[src/rtl/seg_scan_ctrl.sv]
// seg_scan_ctrl: multiplexed 7-segment scan controller for the front panel.
// Binary two-digit fields are clamped to 99 and converted to BCD by a
// sequential subtract-by-ten engine. Results are committed atomically to the
// display register file, which is scanned one-hot by a free-running prescaler.
// Optional per-field blink is enabled by defining SEG_BLINK_EN.
module seg_scan_ctrl #(
    parameter int N_FIELD      = 4,
    parameter int SCAN_DIV     = 32768,
    parameter int BLINK_FRAMES = 64
) (
    input  logic                   clk,
    input  logic                   rst_n,
    input  logic [8*N_FIELD-1:0]   field_bin,
    input  logic                   load,
    input  logic [N_FIELD-1:0]     blink_mask,
    output logic                   busy,
    output logic [2*N_FIELD-1:0]   dig_sel,
    output logic [3:0]             value,
    output logic                   blank
);
    localparam int N_DIG = 2 * N_FIELD;
    localparam int PW    = (N_FIELD > 1) ? $clog2(N_FIELD) : 1;
    localparam int IW    = $clog2(N_DIG);
    localparam int CW    = $clog2(SCAN_DIV);
    localparam logic [N_DIG-1:0] SEL_RST = {1'b1, {(N_DIG-1){1'b0}}};

    typedef enum logic [1:0] {IDLE, CAPTURE, CONV, COMMIT} state_t;

    state_t         state_q;
    logic           pending_q;
    logic           busy_q;
    logic [PW-1:0]  ptr_q;
    logic [6:0]     rem_q;
    logic [3:0]     tens_q;
    logic [6:0]     sbin_q [N_FIELD];
    logic [3:0]     shd_q  [N_DIG];
    logic [3:0]     dig_q  [N_DIG];

    logic [CW-1:0]    pre_q;
    logic [IW-1:0]    idx_q;
    logic [IW-1:0]    idx_d;
    logic             wrap;
    logic             frame_end;
    logic [N_DIG-1:0] sel_d;
    logic [N_DIG-1:0] dig_sel_q;
    logic [3:0]       digit_d;
    logic [3:0]       value_q;
    logic             blank_d;
    logic             blank_q;

    function automatic logic [6:0] clamp99(input logic [7:0] b);
        return (b > 8'd99) ? 7'd99 : b[6:0];
    endfunction

    // Conversion FSM: capture, subtract-by-ten per field, atomic commit
    always_ff @(posedge clk) begin
        if (!rst_n) begin
            state_q   <= IDLE;
            pending_q <= 1'b0;
            busy_q    <= 1'b0;
            ptr_q     <= '0;
            rem_q     <= '0;
            tens_q    <= '0;
            for (int unsigned k = 0; k < N_FIELD; k++) sbin_q[k] <= '0;
            for (int unsigned i = 0; i < N_DIG; i++) begin
                shd_q[i] <= '0;
                dig_q[i] <= '0;
            end
        end else begin
            unique case (state_q)
                IDLE: begin
                    if (load) begin
                        state_q <= CAPTURE;
                        busy_q  <= 1'b1;
                    end
                end
                CAPTURE: begin
                    if (load) pending_q <= 1'b1;
                    for (int unsigned k = 0; k < N_FIELD; k++)
                        sbin_q[k] <= clamp99(field_bin[8*k +: 8]);
                    rem_q   <= clamp99(field_bin[7:0]);
                    tens_q  <= '0;
                    ptr_q   <= '0;
                    state_q <= CONV;
                end
                CONV: begin
                    if (load) pending_q <= 1'b1;
                    if (rem_q >= 7'd10) begin
                        rem_q  <= rem_q - 7'd10;
                        tens_q <= tens_q + 4'd1;
                    end else begin
                        for (int unsigned k = 0; k < N_FIELD; k++) begin
                            if (ptr_q == PW'(k)) begin
                                shd_q[N_DIG-2-2*k] <= tens_q;
                                shd_q[N_DIG-1-2*k] <= rem_q[3:0];
                            end
                        end
                        for (int unsigned k = 1; k < N_FIELD; k++) begin
                            if (ptr_q == PW'(k-1)) rem_q <= sbin_q[k];
                        end
                        tens_q <= '0;
                        if (ptr_q == PW'(N_FIELD-1)) state_q <= COMMIT;
                        else                         ptr_q   <= ptr_q + PW'(1);
                    end
                end
                COMMIT: begin
                    for (int unsigned i = 0; i < N_DIG; i++) dig_q[i] <= shd_q[i];
                    if (pending_q || load) begin
                        state_q   <= CAPTURE;
                        pending_q <= 1'b0;
                    end else begin
                        state_q <= IDLE;
                        busy_q  <= 1'b0;
                    end
                end
                default: state_q <= IDLE;
            endcase
        end
    end

    // Next scan index, one-hot select and the digit that will be shown
    always_comb begin
        wrap      = (pre_q == CW'(SCAN_DIV-1));
        idx_d     = idx_q;
        frame_end = 1'b0;
        if (wrap) begin
            if (idx_q == IW'(N_DIG-1)) begin
                idx_d     = '0;
                frame_end = 1'b1;
            end else begin
                idx_d = idx_q + IW'(1);
            end
        end
        sel_d = '0;
        for (int unsigned i = 0; i < N_DIG; i++) sel_d[N_DIG-1-i] = (idx_d == IW'(i));
        // Forward the shadow during COMMIT so the new digit shows one cycle later
        digit_d = (state_q == COMMIT) ? shd_q[idx_d] : dig_q[idx_d];
    end

`ifdef SEG_BLINK_EN
    localparam int BW = (BLINK_FRAMES > 1) ? $clog2(BLINK_FRAMES) : 1;
    logic [BW-1:0] bcnt_q;
    logic          phase_q;
    logic          phase_d;
    logic          fmask;

    // Blink phase toggles after BLINK_FRAMES completed frames; 1 = lit
    always_comb begin
        phase_d = phase_q;
        if (frame_end && (bcnt_q == BW'(BLINK_FRAMES-1))) phase_d = ~phase_q;
        fmask = 1'b0;
        for (int unsigned k = 0; k < N_FIELD; k++) begin
            if ((idx_d == IW'(N_DIG-2-2*k)) || (idx_d == IW'(N_DIG-1-2*k)))
                fmask = blink_mask[k];
        end
        blank_d = ~phase_d & fmask;
    end

    // Frame counter and phase register for blink
    always_ff @(posedge clk) begin
        if (!rst_n) begin
            bcnt_q  <= '0;
            phase_q <= 1'b1;
        end else if (frame_end) begin
            bcnt_q  <= (bcnt_q == BW'(BLINK_FRAMES-1)) ? '0 : bcnt_q + BW'(1);
            phase_q <= phase_d;
        end
    end
`else
    localparam int unused_blink_frames = BLINK_FRAMES;
    logic unused_blink_mask;

    // Blink removed: mask ignored, digits never dark
    always_comb begin
        unused_blink_mask = ^blink_mask;
        blank_d           = 1'b0;
    end
`endif

    // Free-running prescaler, scan index and registered display outputs
    always_ff @(posedge clk) begin
        if (!rst_n) begin
            pre_q     <= '0;
            idx_q     <= '0;
            dig_sel_q <= SEL_RST;
            value_q   <= '0;
            blank_q   <= 1'b0;
        end else begin
            pre_q     <= wrap ? '0 : pre_q + CW'(1);
            idx_q     <= idx_d;
            dig_sel_q <= sel_d;
            value_q   <= blank_d ? 4'hF : digit_d;
            blank_q   <= blank_d;
        end
    end

    assign busy    = busy_q;
    assign dig_sel = dig_sel_q;
    assign value   = value_q;
    assign blank   = blank_q;

endmodule

[config.mk]
export PLATFORM = sky130hd
export DESIGN_NAME = seg_scan_ctrl
export DESIGN_NICKNAME = d
export VERILOG_FILES = /design/src/rtl/seg_scan_ctrl.sv
export SDC_FILE = /design/constraint.sdc
export NUM_CORES = 1
export LEC_CHECK = 0
export CORE_MARGIN = 4
export CORE_UTILIZATION = 60
export CTS_BUF_LIST = sky130_fd_sc_hd__clkbuf_4
export DETAILED_ROUTE_END_ITERATION = 8
export PLACE_DENSITY = 0.9
export SYNTH_ARGS = -nofsm -noshare
export SYNTH_HDL_FRONTEND = slang
export SYNTH_SLANG_ARGS = --single-unit
[constraint.sdc]
create_clock -name clk -period 3 [get_ports clk]
set_input_delay 0.3 -clock clk [delete_from_list [all_inputs] [get_ports clk]]
set_output_delay 0.3 -clock clk [all_outputs]
set_load 0.05 [all_outputs]
==> results.md <==
- Status: completed
- Clock transition at path regs: 0.12 ns
- Most frequent cells in the layout: edfxtp_1, nor2_1, dfxtp_1, clkdlybuf4s50_1, and3_1
- CTS Buffer Depth: 2
- Clk Latency, worst-skew pair: about 0.54 ns
- Vias per cell: roughly 6
- RSZ-0062 raised after global routing: false
- Clk_skew: between 0.015 and 0.02 ns
- Initial antenna violation count: 0
- Total clock sinks: between 100 and 150
- P_int: ~3.3 mW
- Max IR drop VDD: 434 uV
- Avg Cell Area, Syn: roughly 11 um2
- Critical Path AT: between 3 and 4 ns
- Post-CTS Setup Inserts: 0
- Post-DP HPWL: ~8.9 mm
- CP max FO: 18
- Mapped Area: a little over 6000 um2
- GRT Total Usage: between 20% and 30%
- Tcrit/Tclk final: around 87%
- Slew at the pin with the worst max-slew slack: between 0.5 and 0.6 ns
- Crit. End Element: flip-flop
- Critical path type: flip-flop to flip-flop
- Share of cells above drive strength 1: roughly a tenth
- Area grow syn2layout: 15.3%
- Hold path depth: 2
- Net Switching: between 1.5 and 2 mW
- Post-route DRC: 0
- Reg2Reg Depth: 8
- Final design utilization: ~72%
- Hold_ws: slightly above 0.4 ns
- HP Start: rst_n
- Slew margin rel.: between 60% and 70%
- Reg2Reg Setup Slack: 0.40 ns
- Commonest non-fill, non-tap cell in the layout: edfxtp_1
- Aggregate routed wire length: 12.8 mm
- Vias: around 4600
- First-pass DRT Iterations: 5
- CTS Buf Count: 17
- FMAX: ~0.39 GHz
- Die area: ~12000 um2
- Max Slew Vio Count: 0
- Largest net degree at the start of global routing: around 50
- Post-CTS sizing: 0
- CTS Hold Buffers Added: 0
- DRT antenna net count: 0
- Vias in the first global route: 4401
- Die Ht: around 110 um
- Crit path launch: pre_q[0]$_SDFF_PP0_
- Synthesis-stage register bit count: 132
- Hold Vio Cnt, Final: 0
- Worst Setup Start Kind: flip-flop
- Site row count: 36
- WL/cell: about 17 um
- Leading register cell type out of synthesis: edfxtp_1
- Clock share of power: between 20% and 30%
- Pwr dens: ~690 nW/um2
- Reg-to-Reg Start: pre_q[0]$_SDFF_PP0_
- Worst Hold End: dig_sel[7]$_SDFF_PN1_
- Post-synth net total: between 600 and 700
- Fin Setup TNS: 0 ns
- DIE WIDTH: roughly 110 um
- Worst reg2reg endpoint: value[2]$_SDFF_PN0_
- Tightest Hold Check Type: input pin to flip-flop
- Antenna Cells: 0
- Cell count after synthesis: 558
- Post-synth EDFFs: between 80 and 90
- Final setup fails: 0
- Max-cap violations: 0
- CTS tree: done
- Required @ worst endpoint: 3.43 ns
- Global-route wire length before repair: about 21 mm
- Final worst path period need: approximately 2.6 ns
- Post-synth ARST share: 0%
- Core ar.: 9860 um2
- # port buffers: between 40 and 50
- Nets@finish: 666
- RD Place Congestion: approximately 0.87
- Total gr overflow: 0
- Sequential fraction of the synthesis area: between 50 and 60%
- Comb power frac: between 20% and 30%
- H-tree depth: 4
- Switch share: between 30% and 40%
- Number of top-level pins: 53
- Synth unique cells: 56
- Reg power frac: about half
- Leak Pwr: ~2.8 nW
- Drt initial violations: approximately 270
- Initial Util: between 60% and 70%
- Synth warn: 0
- Clock root buffer: clkbuf_4
## logic make-up (layout without fill, tap and decap cells)
| family | Yosys count | in the layout | share of synthesized area [%] |
|---|---|---|---|
| other | 1 | 1 | 0.0612 |
| flip-flops | 132 | 132 | 57.0 |
| buffers and inverters | 51 | 119 | 3.55 |
| adder cells (fa/ha/maj) | 14 | 14 | 2.86 |
| AND/OR/NAND/NOR | 213 | 213 | 18.5 |
| XOR/XNOR | 15 | 15 | 2.14 |
| AO/OA/AOI/OAI | 113 | 113 | 12.5 |
| multiplexers | 19 | 19 | 3.37 |
## worst max-delay path, cell delays in order, from the launching register on
cell	delay (ns)
dfxtp_1	0.41
ha_1	0.24
nand4_1	0.16
nor4_2	0.23
buf_4	0.23
mux2_2	0.51
a221oi_1	0.34
a21oi_1	0.11
a22o_1	0.25
## worst max path at each step
stage                                end  slack [ns]
6_report             value[2]$_SDFF_PN0_        0.40
4_1_cts              value[3]$_SDFF_PN0_        0.41
3_5_place_dp         value[0]$_SDFF_PN0_        0.44
5_1_grt              value[3]$_SDFF_PN0_        0.20
3_3_place_gp         value[2]$_SDFF_PN0_        0.50
2_1_floorplan  shd_q[4][0]$_SDFFCE_PN0P_        0.66
## cell usage after synthesis (5+ instances only)
library cell  instances  area, um2
nor3_1               10       50.1
and3_1               41        257
edfxtp_1             85       2550
xor2_1                9       78.8
or3_1                 5       31.3
a221oi_1             13        114
dfxtp_1              47        941
nand2_1              30        113
nand3_1              14       70.1
a21oi_1              33        165
nand2b_1              5       31.3
nor2_1               49        184
o21ai_0              16       80.1
a22oi_1              16        120
and2_1               35        219
a31oi_1               5       31.3
clkbuf_1             21       78.8
o21ai_1               8       40.0
xnor2_1               6       52.6
ha_1                 14        175
mux2i_1              13        130
inv_1                21       78.8
nor4_1                8       50.1
## registers in the layout (all words and copies together) (netlist names)
name	flops
pending_q	1
pre_q	15
dig_q	32
value	4
tens_q	4
idx_q	3
state_q	2
sbin_q	21
shd_q	32
rem_q	7
ptr_q	2
busy	1
dig_sel	8
## layer usage
metal	track usage [%]	vias to the layer above	part of all wire [%]	routed length (um)
li1	-	2170	-	-
met4	9.65	0	2.3	292
met3	4.80	38	6.7	860
met5	0	-	0	0
met1	26.3	2168	39	5000
met2	41.5	196	52	6690
## layout make-up
type / count / area (um2)
flip-flops and latches: 132 / 3490
multi-input cells: 375 / 2420
inverters: 23 / 86.3
fillers: 687 / 2790
clock buffers: 17 / 128
clock inverters: 15 / 179
repair buffers: 64 / 598
well taps: 133 / 166
## through the flow
step	std cells	worst slack, ns	power [mW]	area (um2)
2_1_floorplan	558	0.655	3.24	6130
3_3_place_gp	727	0.504	3.52	6770
3_5_place_dp	727	0.435	3.62	6770
4_1_cts	759	0.410	4.86	7070
5_1_grt	759	0.198	5.10	7070
6_report	759	0.403	4.87	7070
## power groups by stage
stage,Combinational (mW),Clock (mW),Sequential [mW]
final,1.23,1.27,2.37
after floorplan,0.842,0,2.39
after CTS,1.21,1.27,2.37
after global placement,1.14,0,2.38
after global routing,1.35,1.36,2.39
after detailed placement,1.21,0,2.41
(Power assumes the default switching activity.)
